==> src/rtl/gf16_sqrt_iter.sv <==
// gf16_sqrt_iter: sequential GF(2^4) square-root / square engine.
// Field polynomial x^4 + x + 1. The engine works on LANES independent nibbles.
// sqrt(a) = a^8 is formed by three squarings (one per clock); square is a
// single squaring. Valid/ready handshakes are used on both the input and the
// output side.
module gf16_sqrt_iter #(
    parameter int unsigned LANES = 2
) (
    input  logic                 clk,
    input  logic                 rst,
    input  logic                 in_valid,
    output logic                 in_ready,
    input  logic                 in_op,
    input  logic [4*LANES-1:0]   in_data,
    output logic                 out_valid,
    input  logic                 out_ready,
    output logic [4*LANES-1:0]   out_data,
    output logic                 busy
);

    typedef enum logic [1:0] {
        IDLE = 2'd0,
        RUN  = 2'd1,
        DONE = 2'd2
    } state_t;

    state_t               state;
    state_t               next_state;
    logic [4*LANES-1:0]   acc;
    logic [4*LANES-1:0]   acc_sq;
    logic [1:0]           cnt;
    logic                 accept;
    logic                 last_step;

    // Squaring of one nibble: x^4 = x + 1 folds a2 and a3 back into the low terms.
    function automatic logic [3:0] sq_nib(input logic [3:0] a);
        logic [3:0] b;
        b[3] = a[3];
        b[2] = a[1] ^ a[3];
        b[1] = a[2];
        b[0] = a[0] ^ a[2];
        return b;
    endfunction

    // Lane-parallel squaring; lanes never interact.
    function automatic logic [4*LANES-1:0] sq_word(input logic [4*LANES-1:0] w);
        logic [4*LANES-1:0] r;
        r = '0;
        for (int unsigned i = 0; i < LANES; i++) begin
            r[4*i +: 4] = sq_nib(w[4*i +: 4]);
        end
        return r;
    endfunction

    // Squared version of the accumulator, used on every RUN cycle.
    always_comb begin
        acc_sq = sq_word(acc);
    end

    // State register.
    always_ff @(posedge clk) begin
        if (rst) begin
            state <= IDLE;
        end else begin
            state <= next_state;
        end
    end

    // Next-state decode and handshake outputs.
    always_comb begin
        next_state = state;
        in_ready   = 1'b0;
        out_valid  = 1'b0;
        busy       = 1'b0;
        accept     = 1'b0;
        last_step  = 1'b0;
        case (state)
            IDLE: begin
                in_ready = 1'b1;
                if (in_valid) begin
                    accept     = 1'b1;
                    next_state = RUN;
                end
            end
            RUN: begin
                busy = 1'b1;
                if (cnt == 2'd1) begin
                    last_step  = 1'b1;
                    next_state = DONE;
                end
            end
            DONE: begin
                busy      = 1'b1;
                out_valid = 1'b1;
                if (out_ready) begin
                    next_state = IDLE;
                end
            end
            default: begin
                next_state = IDLE;
            end
        endcase
    end

    // Datapath: load on accept, square once per RUN cycle, and capture the
    // final squaring into out_data so the result is held through DONE and
    // retained after the handshake.
    always_ff @(posedge clk) begin
        if (rst) begin
            acc      <= '0;
            cnt      <= '0;
            out_data <= '0;
        end else if (accept) begin
            acc <= in_data;
            cnt <= in_op ? 2'd1 : 2'd3;
        end else if (state == RUN) begin
            acc <= acc_sq;
            cnt <= cnt - 2'd1;
            if (last_step) begin
                out_data <= acc_sq;
            end
        end
    end

endmodule
==> config.mk <==
export PLATFORM = sky130hd
export DESIGN_NAME = gf16_sqrt_iter
export DESIGN_NICKNAME = d
export VERILOG_FILES = /design/src/rtl/gf16_sqrt_iter.sv
export SDC_FILE = /design/constraint.sdc
export NUM_CORES = 1
export LEC_CHECK = 0
export CAP_MARGIN = 0
export CORE_MARGIN = 3
export CORE_UTILIZATION = 53
export CTS_BUF_LIST = sky130_fd_sc_hd__clkbuf_4 sky130_fd_sc_hd__clkbuf_8
export CTS_CLUSTER_SIZE = 14
export DETAILED_ROUTE_END_ITERATION = 12
export PLACE_DENSITY = 0.85
export SYNTH_ARGS = -nofsm -noshare
export SYNTH_HDL_FRONTEND = slang
export SYNTH_SLANG_ARGS = --single-unit
==> constraint.sdc <==
create_clock -name clk -period 3.7 [get_ports clk]
set_clock_uncertainty 0.05 [all_clocks]
set_input_delay 0.74 -clock clk [delete_from_list [all_inputs] [get_ports clk]]
set_output_delay 0.74 -clock clk [all_outputs]
set_load 0.005 [all_outputs]
### Word level (Yosys, flattened, before mapping)

Cells that the tools add are included.

| storage, ports and cells | value |
|---|---|
| latch bits | 0 |
| output and inout bits | 11 |
| bits in read-only memories | 0 |
| input port bits | 13 |
| memories | 0 |
| RAM bits | 0 |
| register bits | 20 |

| operators by class | value |
|---|---|
| magnitude comparators | 0 |
| $add $sub $neg | 1 |
| multiply operators | 0 |
| div/mod/pow operators | 0 |
| equality and inequality tests | 6 |
| shift operators | 0 |
| mux-type cells | 16 |
| reductions and logical operators | 5 |
| bitwise operators | 5 |

Operators by type and width:

| cell | number |
|---|---|
| $mux 2 | 6 |
| $mux 8 | 1 |
| $mux 1 | 7 |
| $mux 7 | 1 |
| $ne 2x2->1 const B | 3 |
| $pmux 2 s3 | 1 |
| $reduce_and 3->1 | 2 |
| $eq 2x1->1 const B | 2 |
| $xor 1x1->1 | 4 |
| $eq 2x2->1 const B | 1 |
| $logic_not 2->1 | 1 |
| $reduce_bool 2->1 | 1 |
| $reduce_or 2->1 | 1 |
| $sub 2x1->2 const B | 1 |
| $not 1->1 | 1 |

### Depth between registers and ports, before layout

| depth | value |
|---|---|
| depth after elaboration | 4 |
| mapped depth | 6 |
| depth with buffers taken out | 5 |

### Worst setup path before layout

No wires, ideal clock.

| path | value |
|---|---|
| kind | input-to-reg |
| start | in out_ready |
| end | reg state[0] |
| path buffers | 0 |
| setup slack | 2156 ps |
| cell stages on the path | 3 |
| data arrival time | 1422 ps |
| required time | 3578 ps |
| cell sequence | clkinv_1 > a222oi_1 > mux2i_1 |

| on the way | value |
|---|---|
| cells in the longest elaborated chain, start to end | 2 |

Ends and longest elaborated chain:

| element | line | source |
|---|---|---|
| start: declaration | 16 | `input logic out_ready,` |
| $ne 2x2->1 (no source line) | n/a |  |
| $reduce_and 3->1 (no source line) | n/a |  |
| end signal: assignment | 65 | `state <= next_state;` |
| end: declaration | 27 | `state_t state;` |

Every way passes these cells.
A chain may end at the register's enable or synchronous reset.

### Worst setup path in the final report

| path | value |
|---|---|
| start | reg state[1] |
| end | out busy |

| on the way | value |
|---|---|
| cells in the longest elaborated chain, start to end | 3 |
| elaborated cells on any way between the ends | 4 |
| classes of those cells | eq/ne: 2; mux: 1; reduce/logical: 1 |

Ends and longest elaborated chain:

| element | line | source |
|---|---|---|
| $eq 2x1->1 / $eq 2x2->1 (equally long branches) | 77 | `case (state)` |
| $reduce_or 2->1 (no source line) * | n/a |  |
| $mux 1 * | 77 |  |
| end: declaration | 18 | `output logic busy` |

Every way passes the cells marked *; elsewhere a longest branch is shown, timed or not.

==> impl_metrics.toml <==
[cts]
h-tree-depth = 1
cts_tree = "built"
cts-root-buf = "clkbuf_4"
clock_path_buffers = 2
clock_latency_ns = 0.30
cts_buffers = 3
cts.sinks = 20
cts_resized = 0
cts_hold_buf = 0
path_clk_slew_ns = 0.12
post_cts_buffers = 0

[placement]
gp_congestion = 0.782
dp.cells = 146
io_buffers = 23
hpwl_microns = 1370

[global_route]
grt_pass1_vias = 710
grt_overflow = 0
grt_usage_pct = 20.1
grt_max_degree = 25
grt_antenna_before_repair = 0
grt_pass1_wl_microns = 3130

[worst_hold_path]
hold_path.class = "flop to flop"
min_from = "out_data[5]"

[sta]
worst_slew_pin_slew_ns = 0.721
min_period_ns = 2.33
period_share_pct = 63.1
fmax_mhz = 428
rsz0062_at_grt = "no"
drv_slew = 0
setup_tns_ns = 0
finalSetupViolCount = 0
relSlewSlack_pct = 51.8
finalHoldViolations = 0

[yosys]
synth_top_area_cell = "dfxtp_1"
avgSynthCellArea_sq_um = 8.92
synth-main-ff-cell = "dfxtp_1"
yosys.area.top_type_share_pct = 42.3
yosysMostFrequentCell = "dfxtp_1"
ys_top_cells_by_area = "dfxtp_1 42%, a21oi_1 6.9%, ha_1 6.6%"
synthArstFlopShare_pct = 0
synth_common_cells = "20 x dfxtp_1, 13 x a21oi_1, 10 x nand2_1"
syn-num-nets = 124
synth_seq_cells = 20
ys_types = 24
synth-edff-count = 0
syn_area_sq_um = 946
ys_seq_area_share_pct = 42.3
syn_inst = 106
yosys_warnings = 0

[die]
pin_count = 24
die_width_microns = 48.2
die_h_microns = 48.2
fp-row-count = 14
die_area_sq_um = 2330
core_region_area_sq_um = 1590
start_util_pct = 59.3

[detailed_routing]
drt-initial-drc-count = 37
route.detailed.drc = 0
routedWlPerCell_microns = 12.6
wirelength_microns = 1890
drtPass1Iterations = 4
vias = 810
ant_nets = 0
via_per_inst = 5.40

[critical_path]
crit_fanout = 3
worstPathRequired_ns = 2.91
arrival_ns = 1.54
critical_path_class = "flop to output pin"
setup.worst_path.start_class = "flop"
r2r_start = "state[1]"
end_kind = "output pin"
startpoint = "state[1]"

[pwr]
p_leak_uw = 0.000431
p_per_area_nw_per_um2 = 656
ir_worst_vdd_mv = 0.533

[cells_and_area]
instances_no_fill = 150
final_nets = 145
synthToLayoutAreaGrowth_pct = 26.9
register_area_sq_um = 400
multi_input_area_sq_um = 480
fill_cells = 122
drive_gt1_share_pct = 5.56
diodes = 0

[flow_run]
cap_violations = 0

[outcome]
status = "complete, no violations"
[metrics by stage]
| step | hold WS, ns | setup slack [ns] | util (%) | power [uW] | area (sq um) |
|---|---|---|---|---|---|
| 5_1_grt | 0.455 | 1.27 | 75.3 | 851 | 1200 |
| 2_1_floorplan | 0.412 | 2.16 | - | 565 | 946 |
| 3_5_place_dp | 0.419 | 1.41 | 73.0 | 666 | 1160 |
| 3_3_place_gp | 0.414 | 1.44 | 73.0 | 650 | 1160 |
| 4_1_cts | 0.435 | 1.36 | 75.3 | 795 | 1200 |
| 6_report | 0.427 | 1.37 | 75.3 | 788 | 1200 |
[sequential cells by signal, summed over array words and instances, names as in the netlist]
| signal | flops |
|---|---|
| cnt | 2 |
| acc | 8 |
| state | 2 |
| out_data | 8 |
[layout by cell type (no fill, tap or decap)]
cell,count
clkdlybuf4s50_1,23
dfxtp_1,20
a21oi_1,13
nand2_1,10
nand2b_1,6
nor2_1,6
a311oi_1,6
inv_1,5
xnor2_1,5
ha_1,5
nand3_1,4
o21ai_0,4
a211oi_1,3
clkbuf_4,3
xor2_1,2
and2_2,2
a211o_1,2
mux2i_1,2
o211a_1,1
clkinv_1,1
a222oi_1,1
nand2_2,1
clkbuf_8,1
[critical path: stages (launching register included)]
cell and delay, ns:
dfxtp_1 0.38, inv_1 0.09, ha_1 0.28, clkdlybuf4s50_1 0.49
[kinds of logic (layout without fill, tap and decap cells)]
family / Yosys count / after routing / synth area share [%]
flops: 20 / 20 / 42.3
mux: 2 / 2 / 2.12
simple gates: 29 / 29 / 14.7
compound gates: 30 / 30 / 20.9
buf+inv: 13 / 33 / 6.88
fa+ha+maj: 5 / 5 / 6.61
xor+xnor: 7 / 7 / 6.48
[power breakdown]
group / leakage, uW / internal, uW / switching [uW]
registers: 0.000164 / 266 / 36.5
logic: 0.000246 / 175 / 183
clock network: 0.0000210 / 60.0 / 67.3
total: 0.000431 / 501 / 287
[worst paths after layout]
path | cells past startpoint | slack [ns] | end
max | 3 | 1.37 | busy
min | 2 | 0.43 | out_data[5]
max reg2reg | 5 | 1.79 | out_data[4]
min reg2reg | 2 | 0.43 | out_data[5]
[routing by layer]
layer | wire (microns) | part of all wire [%] | GRT usage (%)
met2 | 914 | 48 | 31.8
met3 | 105 | 5.6 | 8.12
met4 | 14 | 0.74 | 6.45
met1 | 853 | 45 | 24.7
met5 | 0 | 0 | 0
[cell type report]
| class | instances | share of cell area [%] |
|---|---|---|
| Sequential cell | 20 | 33.4 |
| Inverter | 6 | 1.88 |
| Tap cell | 24 | 2.50 |
| Timing Repair Buffer | 23 | 19.2 |
| Multi-Input combinational cell | 73 | 40.0 |
| Clock buffer | 4 | 3.02 |
Note: power is estimated with default switching activity, not from simulation.
